### src/rtl/l2recv_if.sv
// Bus-side and L2-side signal bundle of the L2 bus receiver.
// The slave view is the receiver; the master view drives the bus and the L2 ready inputs.
interface l2recv_if;
    // Handshake rule for both fill and snp: the producer raises valid and holds
    // every payload bit stable until a cycle with valid && ready, which is the transfer.
    logic         bus_valid;
    logic         bus_nack;
    logic [2:0]   bus_cmd;
    logic [4:0]   bus_tag;
    logic [29:0]  bus_addr;
    logic [63:0]  bus_data;

    logic         l2recv_l2_fill_valid;
    logic [25:0]  l2recv_l2_fill_addr;
    logic [511:0] l2recv_l2_fill_data;
    logic         l2_l2recv_fill_ready;

    logic         l2recv_l2_snp_valid;
    logic [2:0]   l2recv_l2_snp_cmd;
    logic [25:0]  l2recv_l2_snp_addr;
    logic         l2_l2recv_snp_ready;

    logic         l2recv_bus_nack;
    logic         l2recv_err;
    logic [1:0]   dbg_state;

    modport slave (
        input  bus_valid, bus_nack, bus_cmd, bus_tag, bus_addr, bus_data,
        input  l2_l2recv_fill_ready, l2_l2recv_snp_ready,
        output l2recv_l2_fill_valid, l2recv_l2_fill_addr, l2recv_l2_fill_data,
        output l2recv_l2_snp_valid, l2recv_l2_snp_cmd, l2recv_l2_snp_addr,
        output l2recv_bus_nack, l2recv_err, dbg_state
    );

    modport master (
        output bus_valid, bus_nack, bus_cmd, bus_tag, bus_addr, bus_data,
        output l2_l2recv_fill_ready, l2_l2recv_snp_ready,
        input  l2recv_l2_fill_valid, l2recv_l2_fill_addr, l2recv_l2_fill_data,
        input  l2recv_l2_snp_valid, l2recv_l2_snp_cmd, l2recv_l2_snp_addr,
        input  l2recv_bus_nack, l2recv_err, dbg_state
    );
endinterface

### src/rtl/l2recv.sv
// L2 bus receiver: captures critical-word-first DATA responses for TAG into a
// single-entry line buffer and forwards foreign snoops through a NACK window.
module l2recv #(
    parameter logic [4:0] TAG = 5'd0
) (
    input logic     clk,
    input logic     rst,
    l2recv_if.slave bif
);
    typedef enum logic [1:0] {
        IDLE     = 2'd0,
        FILL     = 2'd1,
        SKIP     = 2'd2,
        SNP_HOLD = 2'd3
    } state_t;

    localparam logic [2:0] CMD_READ = 3'd0;
    localparam logic [2:0] CMD_RDX  = 3'd1;
    localparam logic [2:0] CMD_UPGR = 3'd2;
    localparam logic [2:0] CMD_WB   = 3'd3;
    localparam logic [2:0] CMD_DATA = 3'd4;

    state_t       state_q, state_d;
    logic [2:0]   beat_q, beat_d;
    logic [2:0]   start_q, start_d;

    logic         fill_valid_q, fill_valid_d;
    logic [25:0]  fill_addr_q, fill_addr_d;
    logic [511:0] fill_data_q, fill_data_d;

    logic         stg_wb_q, stg_wb_d;
    logic [2:0]   stg_cmd_q, stg_cmd_d;
    logic [25:0]  stg_addr_q, stg_addr_d;

    logic         snp_valid_q, snp_valid_d;
    logic [2:0]   snp_cmd_q, snp_cmd_d;
    logic [25:0]  snp_addr_q, snp_addr_d;

    logic         nack_q, nack_d;
    logic         err_q, err_d;

    logic         header;
    logic [2:0]   widx;
    logic [8:0]   wbase;
    logic         unused_addr_bit;

    assign unused_addr_bit = bif.bus_addr[0];

    always_comb begin
        state_d      = state_q;
        beat_d       = beat_q;
        start_d      = start_q;
        fill_valid_d = fill_valid_q;
        fill_addr_d  = fill_addr_q;
        fill_data_d  = fill_data_q;
        stg_wb_d     = stg_wb_q;
        stg_cmd_d    = stg_cmd_q;
        stg_addr_d   = stg_addr_q;
        snp_valid_d  = snp_valid_q;
        snp_cmd_d    = snp_cmd_q;
        snp_addr_d   = snp_addr_q;
        nack_d       = 1'b0;
        err_d        = err_q;
        widx         = start_q + beat_q;
        wbase        = {widx, 6'd0};

        if (fill_valid_q && bif.l2_l2recv_fill_ready) begin
            fill_valid_d = 1'b0;
        end
        if (snp_valid_q && bif.l2_l2recv_snp_ready) begin
            snp_valid_d = 1'b0;
        end

        // A staged WB owns the following valid cycles as data, so it never sees a header there.
        header = bif.bus_valid &&
                 ((state_q == IDLE) || ((state_q == SNP_HOLD) && !stg_wb_q));

        case (state_q)
            FILL: begin
                if (bif.bus_valid) begin
                    fill_data_d[wbase +: 64] = bif.bus_data;
                    beat_d = beat_q + 3'd1;
                    if (beat_q == 3'd7) begin
                        fill_valid_d = 1'b1;
                        state_d      = IDLE;
                        beat_d       = 3'd0;
                    end
                end
            end
            SKIP: begin
                if (bif.bus_valid) begin
                    beat_d = beat_q + 3'd1;
                    if (beat_q == 3'd7) begin
                        state_d = IDLE;
                        beat_d  = 3'd0;
                    end
                end
            end
            SNP_HOLD: begin
                // nack_q set means the output register was occupied at header time.
                if (!bif.bus_nack && !nack_q) begin
                    snp_valid_d = 1'b1;
                    snp_cmd_d   = stg_cmd_q;
                    snp_addr_d  = stg_addr_q;
                end
                state_d = IDLE;
                if (stg_wb_q) begin
                    state_d = SKIP;
                    beat_d  = bif.bus_valid ? 3'd1 : 3'd0;
                end
            end
            default: ;
        endcase

        if (header) begin
            case (bif.bus_cmd)
                CMD_DATA: begin
                    beat_d = 3'd0;
                    if ((bif.bus_tag == TAG) && !fill_valid_q) begin
                        state_d     = FILL;
                        fill_addr_d = bif.bus_addr[29:4];
                        start_d     = bif.bus_addr[3:1];
                    end else begin
                        if (bif.bus_tag == TAG) begin
                            err_d = 1'b1;
                        end
                        state_d = SKIP;
                    end
                end
                CMD_READ, CMD_RDX, CMD_UPGR, CMD_WB: begin
                    if (bif.bus_tag != TAG) begin
                        stg_wb_d   = (bif.bus_cmd == CMD_WB);
                        stg_cmd_d  = bif.bus_cmd;
                        stg_addr_d = bif.bus_addr[29:4];
                        state_d    = SNP_HOLD;
                        // snp_valid_d already folds in this cycle's accept and any load.
                        nack_d     = snp_valid_d;
                    end else if (bif.bus_cmd == CMD_WB) begin
                        state_d = SKIP;
                        beat_d  = 3'd0;
                    end
                end
                default: begin
                    err_d = 1'b1;
                end
            endcase
        end
    end

    always_ff @(posedge clk or posedge rst) begin
        if (rst) begin
            state_q      <= IDLE;
            beat_q       <= 3'd0;
            start_q      <= 3'd0;
            fill_valid_q <= 1'b0;
            fill_addr_q  <= 26'd0;
            fill_data_q  <= 512'd0;
            stg_wb_q     <= 1'b0;
            stg_cmd_q    <= 3'd0;
            stg_addr_q   <= 26'd0;
            snp_valid_q  <= 1'b0;
            snp_cmd_q    <= 3'd0;
            snp_addr_q   <= 26'd0;
            nack_q       <= 1'b0;
            err_q        <= 1'b0;
        end else begin
            state_q      <= state_d;
            beat_q       <= beat_d;
            start_q      <= start_d;
            fill_valid_q <= fill_valid_d;
            fill_addr_q  <= fill_addr_d;
            fill_data_q  <= fill_data_d;
            stg_wb_q     <= stg_wb_d;
            stg_cmd_q    <= stg_cmd_d;
            stg_addr_q   <= stg_addr_d;
            snp_valid_q  <= snp_valid_d;
            snp_cmd_q    <= snp_cmd_d;
            snp_addr_q   <= snp_addr_d;
            nack_q       <= nack_d;
            err_q        <= err_d;
        end
    end

    assign bif.l2recv_l2_fill_valid = fill_valid_q;
    assign bif.l2recv_l2_fill_addr  = fill_addr_q;
    assign bif.l2recv_l2_fill_data  = fill_data_q;
    assign bif.l2recv_l2_snp_valid  = snp_valid_q;
    assign bif.l2recv_l2_snp_cmd    = snp_cmd_q;
    assign bif.l2recv_l2_snp_addr   = snp_addr_q;
    assign bif.l2recv_bus_nack      = nack_q;
    assign bif.l2recv_err           = err_q;
    assign bif.dbg_state            = state_q;
endmodule
### src/flat_wrapper.sv
// flat-port wrapper written by rule: the top's interface ports become plain ports
module l2recv_flat 
#(
    parameter logic [4:0] TAG = 5'd0
)
  (clk, rst, bif_bus_valid, bif_bus_nack, bif_bus_cmd, bif_bus_tag, bif_bus_addr, bif_bus_data, bif_l2_l2recv_fill_ready, bif_l2_l2recv_snp_ready, bif_l2recv_l2_fill_valid, bif_l2recv_l2_fill_addr, bif_l2recv_l2_fill_data, bif_l2recv_l2_snp_valid, bif_l2recv_l2_snp_cmd, bif_l2recv_l2_snp_addr, bif_l2recv_bus_nack, bif_l2recv_err, bif_dbg_state);
  l2recv_if bif_i ();
  input logic clk;
  input logic rst;
  input wire logic [$bits(bif_i.bus_valid)-1:0] bif_bus_valid;
  input wire logic [$bits(bif_i.bus_nack)-1:0] bif_bus_nack;
  input wire logic [$bits(bif_i.bus_cmd)-1:0] bif_bus_cmd;
  input wire logic [$bits(bif_i.bus_tag)-1:0] bif_bus_tag;
  input wire logic [$bits(bif_i.bus_addr)-1:0] bif_bus_addr;
  input wire logic [$bits(bif_i.bus_data)-1:0] bif_bus_data;
  input wire logic [$bits(bif_i.l2_l2recv_fill_ready)-1:0] bif_l2_l2recv_fill_ready;
  input wire logic [$bits(bif_i.l2_l2recv_snp_ready)-1:0] bif_l2_l2recv_snp_ready;
  output wire logic [$bits(bif_i.l2recv_l2_fill_valid)-1:0] bif_l2recv_l2_fill_valid;
  output wire logic [$bits(bif_i.l2recv_l2_fill_addr)-1:0] bif_l2recv_l2_fill_addr;
  output wire logic [$bits(bif_i.l2recv_l2_fill_data)-1:0] bif_l2recv_l2_fill_data;
  output wire logic [$bits(bif_i.l2recv_l2_snp_valid)-1:0] bif_l2recv_l2_snp_valid;
  output wire logic [$bits(bif_i.l2recv_l2_snp_cmd)-1:0] bif_l2recv_l2_snp_cmd;
  output wire logic [$bits(bif_i.l2recv_l2_snp_addr)-1:0] bif_l2recv_l2_snp_addr;
  output wire logic [$bits(bif_i.l2recv_bus_nack)-1:0] bif_l2recv_bus_nack;
  output wire logic [$bits(bif_i.l2recv_err)-1:0] bif_l2recv_err;
  output wire logic [$bits(bif_i.dbg_state)-1:0] bif_dbg_state;
  assign bif_i.bus_valid = bif_bus_valid;
  assign bif_i.bus_nack = bif_bus_nack;
  assign bif_i.bus_cmd = bif_bus_cmd;
  assign bif_i.bus_tag = bif_bus_tag;
  assign bif_i.bus_addr = bif_bus_addr;
  assign bif_i.bus_data = bif_bus_data;
  assign bif_i.l2_l2recv_fill_ready = bif_l2_l2recv_fill_ready;
  assign bif_i.l2_l2recv_snp_ready = bif_l2_l2recv_snp_ready;
  assign bif_l2recv_l2_fill_valid = bif_i.l2recv_l2_fill_valid;
  assign bif_l2recv_l2_fill_addr = bif_i.l2recv_l2_fill_addr;
  assign bif_l2recv_l2_fill_data = bif_i.l2recv_l2_fill_data;
  assign bif_l2recv_l2_snp_valid = bif_i.l2recv_l2_snp_valid;
  assign bif_l2recv_l2_snp_cmd = bif_i.l2recv_l2_snp_cmd;
  assign bif_l2recv_l2_snp_addr = bif_i.l2recv_l2_snp_addr;
  assign bif_l2recv_bus_nack = bif_i.l2recv_bus_nack;
  assign bif_l2recv_err = bif_i.l2recv_err;
  assign bif_dbg_state = bif_i.dbg_state;
  l2recv #(.TAG(TAG)) u_core (.clk(clk), .rst(rst), .bif(bif_i));
endmodule
### config.mk
export PLATFORM = sky130hd
export DESIGN_NAME = l2recv_flat
export DESIGN_NICKNAME = d
export VERILOG_FILES = /design/src/rtl/l2recv_if.sv /design/src/rtl/l2recv.sv /design/src/flat_wrapper.sv
export SDC_FILE = /design/constraint.sdc
export NUM_CORES = 1
export LEC_CHECK = 0
export CORE_AREA = 2 2 267 269
export DETAILED_ROUTE_END_ITERATION = 7
export DIE_AREA = 0 0 269 271
export GPL_TIMING_DRIVEN = 0
export SLEW_MARGIN = 20
export SYNTH_ARGS = -nofsm -noshare
export SYNTH_HDL_FRONTEND = slang
export SYNTH_SLANG_ARGS = --single-unit
### constraint.sdc
create_clock -name clk -period 72.4 [get_ports clk]
set_clock_uncertainty 0.15 [all_clocks]
set_input_delay 21.72 -clock clk [delete_from_list [all_inputs] [get_ports clk]]
set_output_delay 21.72 -clock clk [all_outputs]
set_load 0.03 [all_outputs]
==> results by group, run 1 <==
Clock network
  – Clock net sink count: 609
  – Hold Buf Count CTS: 0
  – Root buffer cell: clkbuf_16
  – Worst-path clk slew: 0.06 ns
  – TritonCTS clock tree: done
  – Depth of the CTS H-tree: 3
  – Setup bufs post-CTS: 0
  – Total CTS buffers: 69
  – Post-CTS Resized: 0
  – CTS Buffer Depth: 3
  – Skew-Pair Late Insertion Delay: 0.60 ns

Min path
  – Worst Hold Class: flop to flop
  – Worst hold endpoint: u_core.bif.l2recv_err
  – Min-delay src: u_core.bif.l2recv_err
  – Worst Hold Depth: 1

Global route
  – Initial antenna violation count: 9
  – First-pass GRT wire length: 115 mm
  – GRT Util Overall: 21.5%
  – Pin count of the biggest net entering global routing: 110
  – Vias in the first global route: 16700
  – Congestion Overflow GR: 0

Logic synthesis
  – Synth Area per Inst: 15.3 sq um
  – Mapped Area: 23500 sq um
  – Yosys top cell area share: 64.9%
  – EDFF count, synth: 0
  – Ranking of synthesized cells by area: dfrtp_1 65%, mux2_2 26%, and2_1 1.8%
  – Yosys Warn Count: 0
  – Post-Synthesis Cells: 1532
  – Sequential fraction of the synthesis area: 64.9%
  – Primary FF master, synth: dfrtp_1
  – Leading area contributor after synthesis: dfrtp_1
  – Register bit total from synthesis: 609
  – Syn Nets: 1650
  – Synth async-reset ratio: 100%
  – Synth unique cells: 48

Placed design
  – GPL Wtd Cong: 0.811
  – Hpwl dp: 58.1 mm
  – IO Port Bufs: 678
  – # placed instances: 3156

Power
  – Maximum VDD drop: 0.0000169 V
  – Comb power frac: 27.2%
  – Clock Power Share: 33.7%
  – Net Sw Power: 0.000333 W
  – Power Dens Cells: 31.0 nW/um^2
  – Sw Ratio: 31.7%
  – Cell Int Power: 0.000718 W
  – Flop pwr share: 39.1%
  – Leak: 15.9 nW

Final layout
  – Area of the multi-input gates: 7800 sq um
  – P&R area growth vs syn: 44.6%
  – Layout cells sized above 1: 31.3%
  – Reg area: 15200 sq um
  – Fin cells: 3279
  – Fillers: 6096
  – Layout net count: 2405

Detailed routing
  – WL final: 79.0 mm
  – DRC: 0
  – Initial DRT Pass Iterations: 5
  – Vias: 15500
  – Antenna Nets Post-Route: 0
  – Drt initial violations: 617
  – Via/cell ratio: 4.73
  – Post-DR wirelength/cell: 24.1 microns

Critical path
  – CP Capture Type: asynchronous set/reset pin
  – Crit path kind: input pin to asynchronous set/reset pin
  – Crit path buf inv count: 6
  – Critical-path top delay cell: clkdlybuf4s50_1
  – Critical Path RT: 72.96 ns
  – Critical path arrival: 24.42 ns
  – Most used cell along the critical path: buf_16
  – Worst r2r src: u_core.beat_q[0]
  – CP Launch Type: input pin
  – Worst R2R End: u_core.bif.l2recv_l2_fill_data[510]
  – R2R cell count: 10
  – Crit path max-delay family: buffers and inverters
  – Worst Path Max Fanout: 103
  – R2R Setup Slk: 68.20 ns
  – CP peak stage delay: 0.49 ns
  – Cells along the critical path: clkdlybuf4s50_1, inv_8, buf_16, buf_16, buf_16, buf_16

Status
  – Status: finished clean

STA
  – RSZ-0062 raised after global routing: false
  – Slew HR: 27.4%
  – Final worst-path cycle share: 33.0%
  – Final Hold Violating Endpoints: 0
  – Setup TNS Final: 0 ns
  – Highest clock rate: 41.9 MHz
  – Fin crit period: 23.86 ns
  – WHS: 0.321 ns
  – Slew @ Worst Pin: 1.09 ns
  – Final setup viols: 0
  – Count of pins over their slew limit: 0

Die
  – Die X: 269 microns
  – Core ar.: 69800 sq um
  – Die Y: 271 microns
  – Io pins: 681
  – Die area: 72900 sq um
  – Row count: 97
  – Initial Utilization: 33.7%

Job
  – Max_cap viols: 0
## cell families after synthesis
| logic type | count (synthesis) | share of synthesized area, % |
|---|---|---|
| flip-flops | 609 | 64.9 |
| multiplexers | 549 | 26.4 |
| AND/OR/NAND/NOR | 205 | 4.48 |
| buffers and inverters | 88 | 1.94 |
| AO/OA/AOI/OAI | 70 | 1.66 |
| adder cells (fa/ha/maj) | 10 | 0.565 |
| XOR/XNOR | 1 | 0.0959 |
## metal layers
| layer | GRT usage [%] | wire length, microns | share of wire [%] | vias to the layer above |
|---|---|---|---|---|
| li1 | - | - | - | 6844 |
| met1 | 25.5 | 31100 | 39 | 8056 |
| met2 | 36.4 | 39400 | 50 | 481 |
| met3 | 5.42 | 5300 | 6.7 | 145 |
| met4 | 9.68 | 3210 | 4.1 | 0 |
| met5 | 0 | 0 | 0 | - |
## synthesized netlist by cell type, drive strengths merged, types with 2 or more instances
master / count
nand4b: 2
a21oi: 4
inv: 10
buf: 57
a21o: 2
nand2: 106
nand2b: 3
or3b: 2
dfrtp: 609
nand3: 2
mux2: 548
clkbuf: 21
o221a: 2
a22oi: 2
nor2: 9
nor2b: 2
nor3: 5
and2: 66
ha: 9
o21ai: 54
## layout by cell type (no fill, tap or decap), types with 4 or more instances in the layout
cell,n
buf_6,9
clkinv_2,6
clkbuf_1,31
buf_1,4
nor3_1,4
nor2_1,6
and2_1,66
buf_2,43
clkbuf_16,70
mux2_2,542
inv_1,9
clkbuf_8,21
o21ai_0,53
dfrtp_1,609
mux2_4,5
nand2_1,102
clkdlybuf4s50_1,678
buf_16,6
ha_1,9
a21oi_1,4
nand2_2,4
diode_2,5
## stage by stage
step           total power (W)  area [sq um]  setup slack, ns  utilization, %
2_1_floorplan         0.000574         23500            33.48               -
3_3_place_gp          0.000700         31500            26.91            45.1
3_5_place_dp          0.000707         31600            47.83            45.3
4_1_cts                0.00107         33900            48.48            48.6
5_1_grt                0.00110         34000            48.21            48.7
6_report               0.00105         34000            48.54            48.7
## state kept, by name, indices dropped and copies added (netlist names)
register,flops
u_core.beat_q,3
u_core.bif.dbg_state,2
u_core.bif.l2recv_bus_nack,1
u_core.bif.l2recv_err,1
u_core.bif.l2recv_l2_fill_addr,26
u_core.bif.l2recv_l2_fill_data,512
u_core.bif.l2recv_l2_fill_valid,1
u_core.bif.l2recv_l2_snp_addr,26
u_core.bif.l2recv_l2_snp_cmd,3
u_core.bif.l2recv_l2_snp_valid,1
u_core.start_q,3
u_core.stg_addr_q,26
u_core.stg_cmd_q,3
u_core.stg_wb_q,1
## area by class of cell
cell class              instances  share of cell area (%)
repair buffers                684                    20.5
clock inverters                15                   0.685
multi-input cells             835                    23.0
inverters                      10                   0.133
flip-flops and latches        609                    44.9
clock buffers                 103                    6.14
diodes                          5                  0.0368
plain buffers                  78                    1.24
well taps                     940                    3.46
## power groups by stage
| stage | Sequential (W) | Combinational, W | Clock, W |
|---|---|---|---|
| 2_1_floorplan | 0.000489 | 0.0000843 | 0 |
| 3_3_place_gp | 0.000416 | 0.000284 | 0 |
| 5_1_grt | 0.000417 | 0.000302 | 0.000379 |
| 4_1_cts | 0.000411 | 0.000291 | 0.000363 |
| 6_report | 0.000411 | 0.000286 | 0.000354 |
| 3_5_place_dp | 0.000417 | 0.000289 | 0 |
## worst max path at each step
stage,startpoint,to,slack [ns],cells past startpoint
floorplan,rst,u_core.beat_q[0],33.48,1
global placement,rst,u_core.bif.l2recv_l2_fill_data[113],26.91,2
detailed placement,rst,u_core.bif.l2recv_l2_fill_data[365],47.83,6
CTS,rst,u_core.bif.l2recv_l2_fill_data[501],48.48,6
global route,rst,u_core.bif.l2recv_l2_fill_data[287],48.21,6
finish,rst,u_core.bif.l2recv_l2_fill_data[501],48.54,6
Note: power is estimated with default switching activity, not from simulation.
==> run 2, diff against run 1 <==
- clock period: 72.4 -> 19.5 ns (I/O delays scaled with it)
==> run 2 against run 1 <==
Final cell count increased by 0.37%. Combinational power grew to 3.7 times the previous value. Routed wire length up 0.48%. Utilization up 0.17 points. Highest routed layer is now met5. Critical path depth is 5 lower. Critical endpoint is now bif_l2recv_l2_fill_valid. Via count down 0.46%.
==> results by group, run 2 (synthesized netlist as in run 1, its figures left out) <==
Clock network
  – Worst-path clk slew: 0.07 ns
  – CTS Buffer Depth: 3
  – Root buffer cell: clkbuf_16
  – Hold Buf Count CTS: 0
  – Setup bufs post-CTS: 0
  – Clock net sink count: 609
  – Depth of the CTS H-tree: 3
  – Post-CTS Resized: 0
  – Skew-Pair Late Insertion Delay: 0.62 ns
  – TritonCTS clock tree: done
  – Total CTS buffers: 69

Global route
  – Pin count of the biggest net entering global routing: 36
  – Initial antenna violation count: 3
  – Vias in the first global route: 16700
  – First-pass GRT wire length: 116 mm
  – GRT Util Overall: 21.6%
  – Congestion Overflow GR: 0

Detailed routing
  – WL final: 79.4 mm
  – Antenna Nets Post-Route: 0
  – Vias: 15500
  – DRC: 0
  – Initial DRT Pass Iterations: 6
  – Drt initial violations: 615
  – Via/cell ratio: 4.70
  – Post-DR wirelength/cell: 24.1 microns

Critical path
  – CP Capture Type: primary output
  – Crit path max-delay family: buffers and inverters
  – Crit path kind: flop to primary output
  – Crit path buf inv count: 1
  – Worst Path Max Fanout: 4
  – CP peak stage delay: 0.76 ns
  – Critical-path top delay cell: clkdlybuf4s50_1
  – CP Launch Type: flop
  – Critical path arrival: 1.83 ns
  – Cells along the critical path: clkdlybuf4s50_1
  – Critical Path RT: 13.50 ns

Die
  – Row count: 97
  – Initial Utilization: 33.7%
  – Core ar.: 69800 sq um
  – Die X: 269 microns
  – Die Y: 271 microns
  – Io pins: 681
  – Die area: 72900 sq um

Placed design
  – Hpwl dp: 59.0 mm
  – IO Port Bufs: 678
  – Cell Area, Placed: 31800 sq um
  – GPL Wtd Cong: 0.806

STA
  – RSZ-0062 raised after global routing: false
  – Final setup viols: 0
  – Setup TNS Final: 0 ns
  – Slew HR: 28.1%
  – Highest clock rate: 128 MHz
  – Count of pins over their slew limit: 0
  – Slew @ Worst Pin: 1.08 ns
  – Final worst-path cycle share: 40.2%
  – Fin crit period: 7.83 ns
  – Final Hold Violating Endpoints: 0

Final layout
  – Post-route cell area: 34100 sq um
  – Layout cells sized above 1: 31.2%
  – P&R area growth vs syn: 45.1%
  – Commonest non-fill, non-tap cells in the layout: 678 x clkdlybuf4s50_1, 609 x dfrtp_1, 542 x mux2_2, 102 x nand2_1, 69 x clkbuf_16
  – Layout net count: 2418
  – Commonest non-fill, non-tap cell in the layout: clkdlybuf4s50_1
  – Number of flip-flops in the largest register: 512

Power
  – Leak: 15.9 nW
  – Power Dens Cells: 114 nW/um^2
  – Maximum VDD drop: 0.0000879 V

Min path
  – Worst Hold Class: flop to flop

Status
  – Status: finished clean

Job
  – Max_cap viols: 0
-- run 2: cell types whose count changed in the layout (fill, tap and decap cells not counted) --
cell / change
clkinv_8: +1
clkbuf_16: -1
clkinv_2: -2
inv_8: -1
inv_16: +1
clkbuf_1: +9
bufinv_16: +2
clkinv_16: -2
clkbuf_8: -11
buf_12: +18
inv_6: +3
buf_16: -5
-- run 2: metal layers --
| layer | routed length [microns] | up-vias | GRT usage, % |
|---|---|---|---|
| met3 | 4750 | 136 | 5.37 |
| met5 | 13 | - | 0 |
| li1 | - | 6884 | - |
| met2 | 40400 | 420 | 37.7 |
| met1 | 31600 | 8012 | 25.8 |
| met4 | 2590 | 2 | 7.44 |
-- run 2: final timing paths --
| check | endpoint | startpoint | depth (start not counted) | slack (ns) |
|---|---|---|---|---|
| max in group asynchronous | u_core.bif.l2recv_l2_fill_data[47] | rst | 8 | 11.86 |
| worst max-delay path | bif_l2recv_l2_fill_valid | u_core.bif.l2recv_l2_fill_valid | 1 | 11.67 |
| worst max register to register | u_core.bif.l2recv_l2_fill_data[510] | u_core.beat_q[0] | 10 | 15.48 |
| worst min register to register | u_core.bif.l2recv_l2_fill_data[492] | u_core.bif.l2recv_l2_fill_data[492] | 2 | 0.33 |
| min in group asynchronous | u_core.bif.l2recv_l2_fill_data[138] | rst | 2 | 5.49 |
| worst min-delay path | u_core.bif.l2recv_l2_fill_data[492] | u_core.bif.l2recv_l2_fill_data[492] | 2 | 0.33 |
-- run 2: cell type report --
| class | count | area [sq um] |
|---|---|---|
| Antenna cell | 5 | 12.5 |
| Buffer | 78 | 420 |
| Clock buffer | 100 | 1940 |
| Clock inverter | 17 | 278 |
| Fill cell | 6023 | 35700 |
| Inverter | 10 | 41.3 |
| Multi-Input combinational cell | 835 | 7800 |
| Sequential cell | 609 | 15200 |
| Tap cell | 940 | 1180 |
| Timing Repair Buffer | 697 | 7170 |
-- run 2: report_power, final --
part           internal, W  switching [W]  leakage, nW  total [W]
registers          0.00144      0.0000903         8.37    0.00153
logic             0.000450       0.000616         6.46    0.00107
clock network     0.000763       0.000535         1.08    0.00130
total              0.00265        0.00124         15.9    0.00389
-- run 2: worst register-to-register path: stages, from the launching register on --
cell and delay [ns]:
dfrtp_1 0.41, ha_1 0.21, fa_1 0.36, xnor3_1 0.42, ha_1 0.35, and4bb_2 0.27
nand2b_1 0.41, buf_2 0.48, buf_1 0.65, nand2_1 0.11, o21ai_0 0.09
-- run 2: through the flow --
stage / cells / hold WS (ns) / utilization [%] / setup slack (ns) / power [W]
2_1_floorplan: 1532 / 0.308 / - / 5.19 / 0.00213
3_3_place_gp: 3150 / 0.308 / 45.1 / 1.52 / 0.00260
3_5_place_dp: 3169 / 0.317 / 45.6 / 11.12 / 0.00263
4_1_cts: 3286 / 0.332 / 48.8 / 11.61 / 0.00394
5_1_grt: 3287 / 0.339 / 48.8 / 11.61 / 0.00406
6_report: 3291 / 0.327 / 48.8 / 11.67 / 0.00389
